File: src/rtl/rv_pkg.sv
// Shared RV32 core definitions used by the EX-stage multiply/divide unit.
package rv_pkg;

    localparam int unsigned XLEN      = 32;
    localparam logic [6:0]  OPC_OP    = 7'b0110011;
    localparam logic [6:0]  F7_MULDIV = 7'b0000001;

    typedef enum logic [2:0] {
        OpMul    = 3'b000,
        OpMulh   = 3'b001,
        OpMulhsu = 3'b010,
        OpMulhu  = 3'b011,
        OpDiv    = 3'b100,
        OpDivu   = 3'b101,
        OpRem    = 3'b110,
        OpRemu   = 3'b111
    } muldiv_op_e;

    typedef enum logic [1:0] {
        StIdle,
        StBusy,
        StDone
    } muldiv_state_e;

endpackage

File: src/rtl/muldiv_step.sv
// One iteration of the unsigned multiply/divide datapath: shift-add for mul,
// restoring trial subtract for div. Pure combinational.
module muldiv_step #(
    parameter int unsigned XLEN = rv_pkg::XLEN
) (
    input  logic            is_div_i,
    input  logic [XLEN-1:0] acc_i,
    input  logic [XLEN-1:0] lo_i,
    input  logic [XLEN-1:0] mcand_i,
    output logic [XLEN-1:0] acc_o,
    output logic [XLEN-1:0] lo_o
);

    logic [XLEN:0] sum;
    logic [XLEN:0] shl;
    logic [XLEN:0] diff;

    always_comb begin
        sum   = {1'b0, acc_i} + {1'b0, mcand_i};
        shl   = {acc_i, lo_i[XLEN-1]};
        diff  = shl - {1'b0, mcand_i};
        acc_o = acc_i;
        lo_o  = lo_i;
        if (is_div_i) begin
            // Partial remainder is always below 2*divisor, so diff's top bit is the borrow.
            if (!diff[XLEN]) begin
                acc_o = diff[XLEN-1:0];
                lo_o  = {lo_i[XLEN-2:0], 1'b1};
            end else begin
                acc_o = shl[XLEN-1:0];
                lo_o  = {lo_i[XLEN-2:0], 1'b0};
            end
        end else if (lo_i[0]) begin
            {acc_o, lo_o} = {sum, lo_i[XLEN-1:1]};
        end else begin
            {acc_o, lo_o} = {1'b0, acc_i, lo_i[XLEN-1:1]};
        end
    end

endmodule

File: src/rtl/exe_muldiv_seq.sv
// Iterative RV32M multiply/divide sequencer beside the EX-stage ALU. Stalls the
// pipeline while iterating one bit per cycle; squashed by a branch/jump flush.
module exe_muldiv_seq
    import rv_pkg::*;
#(
    parameter int unsigned XLEN         = rv_pkg::XLEN,
    parameter bit          FAST_SPECIAL = 1'b1
) (
    input  logic            clk_i,
    input  logic            rst_ni,
    input  logic            start_i,
    input  logic [2:0]      funct3_i,
    input  logic [XLEN-1:0] op_a_i,
    input  logic [XLEN-1:0] op_b_i,
    input  logic            flush_i,
    output logic            stall_req_o,
    output logic            busy_o,
    output logic            result_valid_o,
    output logic [XLEN-1:0] result_o
);

    localparam int unsigned     CntW   = $clog2(XLEN + 1);
    localparam logic [XLEN-1:0] MinInt = {1'b1, {(XLEN - 1){1'b0}}};

    muldiv_state_e   state_q, state_d;
    logic [CntW-1:0] count_q, count_d;
    muldiv_op_e      op_q, op_d;
    logic [XLEN-1:0] acc_q, acc_d;
    logic [XLEN-1:0] lo_q, lo_d;
    logic [XLEN-1:0] mcand_q, mcand_d;
    logic            neg_q, neg_d;
    logic            spec_q, spec_d;
    logic [XLEN-1:0] spec_res_q, spec_res_d;
    logic [XLEN-1:0] result_q, result_d;

    // Operand decode for the incoming instruction
    muldiv_op_e      op_in;
    logic            a_signed, b_signed, sign_a, sign_b;
    logic            div_zero, ovf, special, neg_in;
    logic [XLEN-1:0] mag_a, mag_b, spec_res_in;

    always_comb begin
        op_in       = muldiv_op_e'(funct3_i);
        a_signed    = (op_in == OpMulh) || (op_in == OpMulhsu) ||
                      (op_in == OpDiv) || (op_in == OpRem);
        b_signed    = (op_in == OpMulh) || (op_in == OpDiv) || (op_in == OpRem);
        sign_a      = a_signed & op_a_i[XLEN-1];
        sign_b      = b_signed & op_b_i[XLEN-1];
        mag_a       = sign_a ? -op_a_i : op_a_i;
        mag_b       = sign_b ? -op_b_i : op_b_i;
        div_zero    = funct3_i[2] && (op_b_i == '0);
        ovf         = ((op_in == OpDiv) || (op_in == OpRem)) &&
                      (op_a_i == MinInt) && (op_b_i == '1);
        special     = div_zero || ovf;
        // Remainder takes the dividend's sign; everything else takes sign(a)^sign(b).
        neg_in      = (op_in == OpRem) ? sign_a : (sign_a ^ sign_b);
        spec_res_in = '0;
        if (div_zero) begin
            spec_res_in = funct3_i[1] ? op_a_i : '1;
        end else if (ovf) begin
            spec_res_in = funct3_i[1] ? '0 : MinInt;
        end
    end

    logic [XLEN-1:0] step_acc, step_lo;

    muldiv_step #(
        .XLEN(XLEN)
    ) u_step (
        .is_div_i(op_q[2]),
        .acc_i   (acc_q),
        .lo_i    (lo_q),
        .mcand_i (mcand_q),
        .acc_o   (step_acc),
        .lo_o    (step_lo)
    );

    // Sign fix-up of the finished magnitude result
    logic [2*XLEN-1:0] prod, prod_fix;
    logic [XLEN-1:0]   quot_fix, rem_fix, final_res;

    always_comb begin
        prod     = {acc_q, lo_q};
        prod_fix = neg_q ? -prod : prod;
        quot_fix = neg_q ? -lo_q : lo_q;
        rem_fix  = neg_q ? -acc_q : acc_q;
        unique case (op_q)
            OpMul:                     final_res = prod_fix[XLEN-1:0];
            OpMulh, OpMulhsu, OpMulhu: final_res = prod_fix[2*XLEN-1:XLEN];
            OpDiv, OpDivu:             final_res = quot_fix;
            default:                   final_res = rem_fix;
        endcase
        if (spec_q) begin
            final_res = spec_res_q;
        end
    end

    always_comb begin
        state_d        = state_q;
        count_d        = count_q;
        op_d           = op_q;
        acc_d          = acc_q;
        lo_d           = lo_q;
        mcand_d        = mcand_q;
        neg_d          = neg_q;
        spec_d         = spec_q;
        spec_res_d     = spec_res_q;
        result_d       = result_q;
        stall_req_o    = 1'b0;
        result_valid_o = 1'b0;
        result_o       = result_q;

        unique case (state_q)
            StIdle: begin
                if (start_i && !flush_i) begin
                    stall_req_o = 1'b1;
                    op_d        = op_in;
                    acc_d       = '0;
                    lo_d        = mag_a;
                    mcand_d     = mag_b;
                    neg_d       = neg_in;
                    spec_d      = special;
                    spec_res_d  = spec_res_in;
                    if (FAST_SPECIAL && special) begin
                        state_d = StDone;
                        count_d = '0;
                    end else begin
                        state_d = StBusy;
                        count_d = CntW'(XLEN);
                    end
                end
            end
            StBusy: begin
                stall_req_o = 1'b1;
                if (flush_i) begin
                    state_d = StIdle;
                    count_d = '0;
                end else begin
                    acc_d   = step_acc;
                    lo_d    = step_lo;
                    count_d = count_q - CntW'(1);
                    if (count_q == CntW'(1)) begin
                        state_d = StDone;
                    end
                end
            end
            StDone: begin
                state_d = StIdle;
                if (!flush_i) begin
                    result_valid_o = 1'b1;
                    result_o       = final_res;
                    result_d       = final_res;
                end
            end
            default: begin
                state_d = StIdle;
            end
        endcase
    end

    assign busy_o = (state_q != StIdle);

    always_ff @(posedge clk_i) begin
        if (!rst_ni) begin
            state_q    <= StIdle;
            count_q    <= '0;
            op_q       <= OpMul;
            acc_q      <= '0;
            lo_q       <= '0;
            mcand_q    <= '0;
            neg_q      <= 1'b0;
            spec_q     <= 1'b0;
            spec_res_q <= '0;
            result_q   <= '0;
        end else begin
            state_q    <= state_d;
            count_q    <= count_d;
            op_q       <= op_d;
            acc_q      <= acc_d;
            lo_q       <= lo_d;
            mcand_q    <= mcand_d;
            neg_q      <= neg_d;
            spec_q     <= spec_d;
            spec_res_q <= spec_res_d;
            result_q   <= result_d;
        end
    end

endmodule

File: config.mk
export PLATFORM = sky130hd
export DESIGN_NAME = exe_muldiv_seq
export DESIGN_NICKNAME = d
export VERILOG_FILES = /design/src/rtl/rv_pkg.sv /design/src/rtl/muldiv_step.sv /design/src/rtl/exe_muldiv_seq.sv
export SDC_FILE = /design/constraint.sdc
export NUM_CORES = 1
export LEC_CHECK = 0
export CORE_ASPECT_RATIO = 1.75
export CORE_UTILIZATION = 65
export DETAILED_ROUTE_END_ITERATION = 7
export GPL_TIMING_DRIVEN = 0
export HOLD_SLACK_MARGIN = 0.06
export PLACE_DENSITY_LB_ADDON = 0.12
export SETUP_SLACK_MARGIN = 0.05
export SYNTH_ARGS = -nofsm -noshare
export SYNTH_HDL_FRONTEND = slang
export SYNTH_SLANG_ARGS = --single-unit
File: constraint.sdc
create_clock -name clk_i -period 6 [get_ports clk_i]
set_input_delay 0.9 -clock clk_i [delete_from_list [all_inputs] [get_ports clk_i]]
set_output_delay 0.9 -clock clk_i [all_outputs]
set_load 0.05 [all_outputs]
==> metrics.md, run 1 <==
| Metric | Value |
|---|---|
| Status | `did not finish` |
| Last stage | `5_1_grt` |
| First Err | `[ERROR GRT-0116] Global routing finished with congestion. Check the congestion regions in the DRC Viewer.` |
| DP Area | `around 17,000 um2` |
| TritonCTS Buffers | `17` |
| GRT Util Overall | `66.35%` |
| # hold bufs at CTS | `0` |
| Vias in the first global route | `19,960` |
| Postcts setup bufs | `0` |
| Root Buffer | `clkbuf_16` |
| Longest Clk Path Bufs | `2` |
| Seq/Total Area, Yosys | `22.15%` |
| Netlist cell types | `78` |
| First-pass GRT wire length | `126,600 um` |
| Cells after synthesis | `2,178` |
| Synthesized Nets | `2,322` |
| Yosys reg bits | `about 170` |
| # resized after CTS | `7` |
| DIE HEIGHT | `approximately 210 um` |
| Port-buffer cells | `101` |
| Largest net degree at the start of global routing | `17` |
| EDFF count, synth | `0` |
| Post-Syn Area | `15,640 um2` |
| Hpwl dp | `between 50,000 and 60,000 um` |
| Async S/R FF share, synth | `0%` |
| Syn. warnings | `0` |
| Syn Area/Cell | `7.179 um2` |
| Rows | `74` |
| H-Tree Depth | `4` |
| Initial core utilization | `about two thirds` |
| RD Place Congestion | `1.149` |
| # clock sinks | `about 170` |
| Die W | `119.2 um` |
| I/O pins | `106` |
| Ys flop type | `dfxtp_1` |
| GRT overflow | `roughly 110` |
| Placed Instances | `2,583` |
layer usage:
layer / overflow / global-route usage (%)
met3: 0 / 37.14
met1: 0 / 67.23
met4: 51 / 70.06
met5: 0 / 1.008
met2: 54 / 91.38
synthesized netlist by cell type, types with 32 or more instances:
cell | number | area share, %
or3_1 | 32 | 1.3
xor2_1 | 81 | 4.5
mux2i_1 | 57 | 3.6
ha_1 | 71 | 5.7
nand2b_1 | 47 | 1.9
dfxtp_1 | 173 | 22
o31ai_1 | 32 | 1.5
clkbuf_1 | 154 | 3.7
o21ai_0 | 131 | 4.2
xnor2_1 | 82 | 4.6
nor3_1 | 46 | 1.5
a21oi_1 | 215 | 6.9
nand3_1 | 86 | 2.8
inv_1 | 68 | 1.6
nor2_1 | 200 | 4.8
a211oi_1 | 84 | 4.0
nand2_1 | 189 | 4.5
per-stage QoR:
stage	setup TNS, ns	setup WS [ns]	util, %	hold slack (ns)
after floorplan	0	1.115	-	0.4275
after global placement	-0.04843	-0.04843	72.40	0.4371
after detailed placement	-0.01185	-0.01185	72.40	0.4421
after CTS	0	0.1496	75.36	0.4513
kinds of logic after synthesis:
group,Yosys count,synth area share (%)
AND/OR/NAND/NOR,774,24.31
XOR/XNOR,163,9.130
AO/OA/AOI/OAI,686,28.26
flip-flops,173,22.15
buffers and inverters,244,5.985
adder cells (fa/ha/maj),73,5.937
multiplexers,65,4.225
==> run 2: changes to the inputs <==
CORE_ASPECT_RATIO = default   (was 1.75)
CORE_UTILIZATION = 40   (was 65)
HOLD_SLACK_MARGIN = default   (was 0.06)
PLACE_DENSITY_LB_ADDON = 0.15   (was 0.12)
SETUP_SLACK_MARGIN = default   (was 0.05)
==> metrics.md, run 2 <==
| Metric | Value |
|---|---|
| Status | `completed` |
| Worst-Margin Slew | `1.223 ns` |
| Slew margin rel. | `17.63%` |
| First-pass GRT wire length | `104,200 um` |
| Core Region | `38,560 um2` |
| Hold WC Path Type | `reg2reg` |
| DP Area | `17,300 um2 (+1.6%)` |
| Clock network fraction of total power | `33.8%` |
| Final hold vios | `0` |
| Post-synth top cells | `215 x a21oi_1, 200 x nor2_1, 189 x nand2_1, 173 x dfxtp_1, 154 x clkbuf_1` |
| GRT overflow | `0` |
| Leak | `between 6 and 7 nW` |
| Netlist cell types | `78 (unchanged)` |
| Via count | `~18,000` |
| Largest net degree at the start of global routing | `17` |
| Root Buffer | `clkbuf_16` |
| Tcrit/Tclk final | `between 90 and 100%` |
| Ys flop type | `dfxtp_1` |
| P_int | `2.120 mW` |
| I/O pins | `106 (unchanged)` |
| Placed Instances | `2,797 (+8.3%)` |
| Crit path DAT | `4.95 ns` |
| Syn Area/Cell | `7.179 um2 (unchanged)` |
| Worst Path Max Fanout | `14` |
| RD Place Congestion | `1.052 (-8.4%)` |
| Most frequent cells in the layout | `215 x a21oi_1, 200 x nor2_1, 189 x nand2_1` |
| Synthesized Nets | `2,322 (unchanged)` |
| Rows | `72 (-2.7%)` |
| DIE HEIGHT | `199.7 um (-3.6%)` |
| Vias in the first global route | `16,290` |
| Seq/Total Area, Yosys | `22.15% (unchanged)` |
| Sum Neg Setup Slack | `0 ns` |
| Number of max-cap violations | `0` |
| Slew Viols, Final | `0` |
| Post-route cell area | `~18,000 um2` |
| Critical Path Source Type | `flop` |
| Comb pwr share | `29.4%` |
| Hpwl dp | `55,550 um (+2.9%)` |
| Nets@finish | `2,441` |
| RSZ-0062 raised after global routing | `false` |
| Initial core utilization | `40.55% (-26 points)` |
| Longest Clk Path Bufs | `2 (unchanged)` |
| Area grow syn2layout | `14.53%` |
| Sequential share of power | `36.9%` |
| Worst Setup SP | `lo_q[0]` |
| Post-Syn Area | `15,640 um2 (unchanged)` |
| Most common cell after layout, fill and taps aside | `a21oi_1` |
| Wire length per cell | `approximately 25 um` |
| Post-synth top area cell | `dfxtp_1` |
| Yosys reg bits | `173 (unchanged)` |
| Post-detailed-route count of antenna-violating nets | `0` |
| Sw Share | `37.37%` |
| TritonCTS Buffers | `17 (unchanged)` |
| Initial antenna violation count | `1` |
| Design Power | `3.385 mW` |
| Final setup fails | `0` |
| Async S/R FF share, synth | `0% (unchanged)` |
| VDD IR max | `around 0.00019 V` |
| Worst-path clk slew | `0.08 ns` |
| Post-Layout Cell Count | `2,828` |
| Die W | `199.7 um (+67%)` |
| EDFF count, synth | `0 (unchanged)` |
| Critical Path RT | `~5.1 ns` |
| # clock sinks | `173 (unchanged)` |
| Clock skew | `0.01124 ns` |
| Final Core Density | `46.45%` |
| DRC violations left | `0` |
| Hold WS | `0.4580 ns` |
| Place WS | `-0.4274 ns (-0.4155 ns)` |
| Share of layout cells above drive strength 1 | `around 3.2%` |
| Fill cells | `4,126` |
| Initial DRC Count | `2,240` |
| Worst Slack Setup Final | `~0.15 ns` |
| Antenna Cells | `0` |
| TritonCTS clock tree | `built` |
| Worst reg2reg startpoint | `acc_q[0]` |
| Vias/cell | `about 6.3` |
| Worst-skew pair later-pin latency | `0.47 ns` |
| # hold bufs at CTS | `0 (unchanged)` |
| Minimum clock period | `5.853 ns` |
| Power density cells | `~190 nW/um2` |
| Port-buffer cells | `101 (unchanged)` |
| H-Tree Depth | `4 (unchanged)` |
| Switching pwr | `1.265 mW` |
| Routed wire length | `70,070 um` |
| Top cells by area, synth | `dfxtp_1 22%, a21oi_1 6.9%, ha_1 5.7%` |
| HP Start | `spec_res_q[8]` |
| Syn. warnings | `0 (unchanged)` |
| Yosys top cell area share | `22.15% (unchanged)` |
| Drt first pass iters | `7` |
| Most common cell in the netlist | `a21oi_1` |
| Cells after synthesis | `2,178 (unchanged)` |
| Critical path endpoint category | `output pin` |
| Kind of critical path | `reg2out` |
| GRT Util Overall | `35.33%` |
| Fmax | `170.8 MHz` |
| DIE AREA | `roughly 40,000 um2` |
[run 2: cell counts after synthesis]
Identical to the previous run, type by type.
[run 2: path summary, 6_finish.rpt]
check	end	slack (ns)	cells after the start
setup / recovery	result_o[28]	0.15	12
hold / removal	spec_res_q[8]	0.46	2
setup reg to reg	acc_q[21]	0.18	13
hold reg to reg	spec_res_q[8]	0.46	2
[run 2: metal layers]
metal	vias up	part of all wire (%)	global-route usage, %
li1	8185	-	-
met1	8544	44	50.50
met2	942	43	52.47
met3	161	9.5	6.785
met4	0	3.3	12.10
met5	-	0	0
[run 2: cell families (layout without fill, tap and decap cells)]
family	count (synthesis)	after routing	synth area share [%]
AOI/OAI and AO/OA	686	686	28.26
xor gates and xnor gates	163	163	9.130
adders and majority gates	73	73	5.937
buffers and inverters	244	376	5.985
DFF	173	173	22.15
muxes	65	65	4.225
and+or+nand+nor	774	774	24.31
[run 2: layout make-up]
cell class / count / area (um2) / area share, %
buffer: 173 / 670.6 / 3.745
tap: 518 / 648.1 / 3.619
clock inverter: 13 / 132.6 / 0.7406
inverter: 70 / 266.5 / 1.488
sequential: 173 / 3463 / 19.34
timing repair buffer: 101 / 1011 / 5.645
clock buffer: 19 / 442.9 / 2.473
multi-input combinational: 1761 / 11270 / 62.95
[run 2: what timing repair did]
| action | in CTS | in global routing |
|---|---|---|
| hold endpoints to repair | 0 | 0 |
| endpoints found under the setup margin | 16 | 7 |
| buffers inserted | 0 | 0 |
| resized for setup | 4 | 5 |
[run 2: critical path: stages, from the launching register on]
cell	delay (ns)
dfxtp_1	0.39
clkinvlp_4	0.31
clkbuf_2	0.37
ha_1	0.27
nor3b_2	0.38
nand3_1	0.17
clkbuf_1	0.31
o21ai_1	0.50
nor2_1	0.10
o21ai_0	0.16
o311ai_0	0.30
a21oi_1	0.34
clkdlybuf4s50_1	0.86
[run 2: power groups by stage]
stage / clock network [mW] / registers [mW] / logic (mW)
final: 1.14 / 1.25 / 0.994
after CTS: 1.15 / 1.24 / 0.963
after global routing: 1.20 / 1.25 / 1.06
after detailed placement: 0 / 1.27 / 0.957
after floorplan: 0 / 1.24 / 0.624
after global placement: 0 / 1.27 / 0.953
Note: power is estimated with default switching activity, not from simulation.
==> run 3: changes to the inputs <==
PLACE_DENSITY_LB_ADDON = 0.12   (was 0.15)
==> metrics.md, run 3 (synthesis gave the netlist of run 2 again) <==
| Metric | Value |
|---|---|
| Status | `finished, violations left` |
| Failing checks | `design-rule violations, negative setup slack` |
| RD Place Congestion | `1.076 (+2.2%)` |
| Longest Clk Path Bufs | `2 (unchanged)` |
| GRT Util Overall | `35.08% (-0.25 points)` |
| Die W | `199.7 um (unchanged)` |
| TritonCTS Buffers | `17 (unchanged)` |
| Hpwl dp | `55,450 um (-0.18%)` |
| Place WS | `-0.1753 ns (+0.2521 ns)` |
| # clock sinks | `173 (unchanged)` |
| First-pass GRT wire length | `104,000 um (-0.19%)` |
| CP max stage delay | `0.72 ns (-0.14 ns)` |
| Rows | `72 (unchanged)` |
| Port-buffer cells | `101 (unchanged)` |
| Power density cells | `193.5 nW/um2 (+2.3%)` |
| Slew margin rel. | `19.56% (+1.9 points)` |
| Critical Path Source Type | `flop` |
| Worst-skew pair later-pin latency | `0.47 ns (about the same)` |
| Initial core utilization | `40.55% (unchanged)` |
| Root Buffer | `clkbuf_16` |
| Slew Viols, Final | `0 (unchanged)` |
| Largest net degree at the start of global routing | `17 (unchanged)` |
| Max stage delay cell, worst path | `clkdlybuf4s50_1` |
| Buf/Inv on CP | `2 (-2)` |
| Minimum clock period | `6.035 ns (+0.1816 ns)` |
| Vias in the first global route | `16,570 (+1.7%)` |
| Share of layout cells above drive strength 1 | `3.206% (-0.041 points)` |
| Drt first pass iters | `8 (+1)` |
| Worst Path Max Fanout | `10 (-4)` |
| TritonCTS clock tree | `built` |
| DRC violations left | `1 (+1)` |
| GRT overflow | `0 (unchanged)` |
| Kind of critical path | `reg2out` |
| Via count | `17,870 (+0.22%)` |
| Routed wire length | `70,120 um (about the same)` |
| Hold WC Path Type | `reg2reg` |
| Worst Slack Setup Final | `-0.03502 ns (-0.1816 ns)` |
| Clock skew | `0.01436 ns (+0.003129 ns)` |
| Final setup fails | `1 (+1)` |
| Crit path top cell by count | `nor4_1` |
| H-Tree Depth | `4 (unchanged)` |
| Nets@finish | `2,441 (unchanged)` |
| I/O pins | `106 (unchanged)` |
| Final hold vios | `0 (unchanged)` |
| CP cell instances | `clkbuf_1 -> nor4_1 -> nand4_1 -> nor4_1 -> nand3_1 -> o41ai_1 -> xnor2_1 -> a221oi_1 -> nor2_1 -> clkdlybuf4s50_1` |
| Core Region | `38,560 um2 (unchanged)` |
| Worst-path clk slew | `0.08 ns (about the same)` |
| Wire length per cell | `24.81 um (+0.14%)` |
| Postcts setup bufs | `0 (unchanged)` |
| Worst-Margin Slew | `1.194 ns (-0.02873 ns)` |
| Leak | `6.671 nW (+0.52%)` |
| VDD IR max | `0.0002191 V (+17%)` |
| Critical path endpoint category | `output pin` |
| CP top delay family | `simple AND/OR/NAND/NOR gates` |
| Antenna Cells | `0 (unchanged)` |
| Sum Neg Setup Slack | `-0.03502 ns (-0.03502 ns)` |
| Most frequent cells in the layout | `215 x a21oi_1, 200 x nor2_1, 189 x nand2_1` |
| Fmax | `165.7 MHz (-3.0%)` |
| Area grow syn2layout | `14.75%` |
| DIE AREA | `39,890 um2 (unchanged)` |
| Tcrit/Tclk final | `100.6% (+3.0 points)` |
| Number of max-cap violations | `0 (unchanged)` |
| Initial DRC Count | `2,093 (-6.6%)` |
| Initial antenna violation count | `4 (+3)` |
| Most common cell after layout, fill and taps aside | `a21oi_1` |
| Post-detailed-route count of antenna-violating nets | `0 (unchanged)` |
| DIE HEIGHT | `199.7 um (unchanged)` |
| Critical Path RT | `5.10 ns (about the same)` |
| Vias/cell | `6.324 (+0.29%)` |
| Crit path DAT | `5.14 ns (+0.19 ns)` |
[run 3: area by class of cell]
type / instances / area (um2)
clock buffer: 17 / 425.4
fill: 4124 / 20610
clock inverter: 13 / 191.4
buffer: 173 / 670.6
timing repair buffer: 101 / 1011
inverter: 70 / 266.5
sequential: 173 / 3463
multi-input combinational: 1761 / 11270
tap: 518 / 648.1
[run 3: final timing paths]
| check | endpoint | depth (start not counted) | slack [ns] | startpoint |
|---|---|---|---|---|
| setup reg to reg | acc_q[21] | 13 | 0.10 | acc_q[0] |
| setup / recovery | result_o[31] | 10 | -0.04 | acc_q[2] |
| hold / removal | op_q[0] | 2 | 0.46 | op_q[0] |
| hold reg to reg | op_q[0] | 2 | 0.46 | op_q[0] |
[run 3: worst min-delay path, cell delays in order (launching register included)]
cell and delay [ns]:
dfxtp_1 0.31, nand2_1 0.05, a21oi_1 0.05
[run 3: stage by stage]
stage                     power, mW  instance area, um2  hold WS (ns)  instances  utilization (%)
after detailed placement      2.231               17300        0.4507       2797            44.86
after floorplan               1.862               15640        0.4275       2178                -
after CTS                     3.442               17910        0.4611       2826            46.46
after global routing          3.585               17940        0.4835       2826            46.53
after global placement        2.224               17300        0.4458       2797            44.86
final                         3.471               17940        0.4603       2826            46.53
[run 3: power by group]
| part | leakage, nW | switching, mW | total [mW] | internal [mW] |
|---|---|---|---|---|
| combinational | 4.97 | 0.655 | 0.999 | 0.344 |
| clock | 0.297 | 0.530 | 1.23 | 0.696 |
| sequential | 1.40 | 0.0608 | 1.25 | 1.19 |
| total | 6.67 | 1.25 | 3.47 | 2.23 |
[run 3: routing by layer]
metal	wire length, um	vias to the layer above	part of all wire (%)	GRT usage (%)
li1	-	8197	-	-
met1	31680	8562	45	50.39
met2	29490	947	42	52.02
met3	6422	159	9.2	5.806
met4	2459	6	3.5	13.03
met5	77	-	0.11	0
[run 3: timing repair]
action,CTS,global route
endpoints found under the setup margin,16,13
hold buffers,0,0
resized for setup,2,5
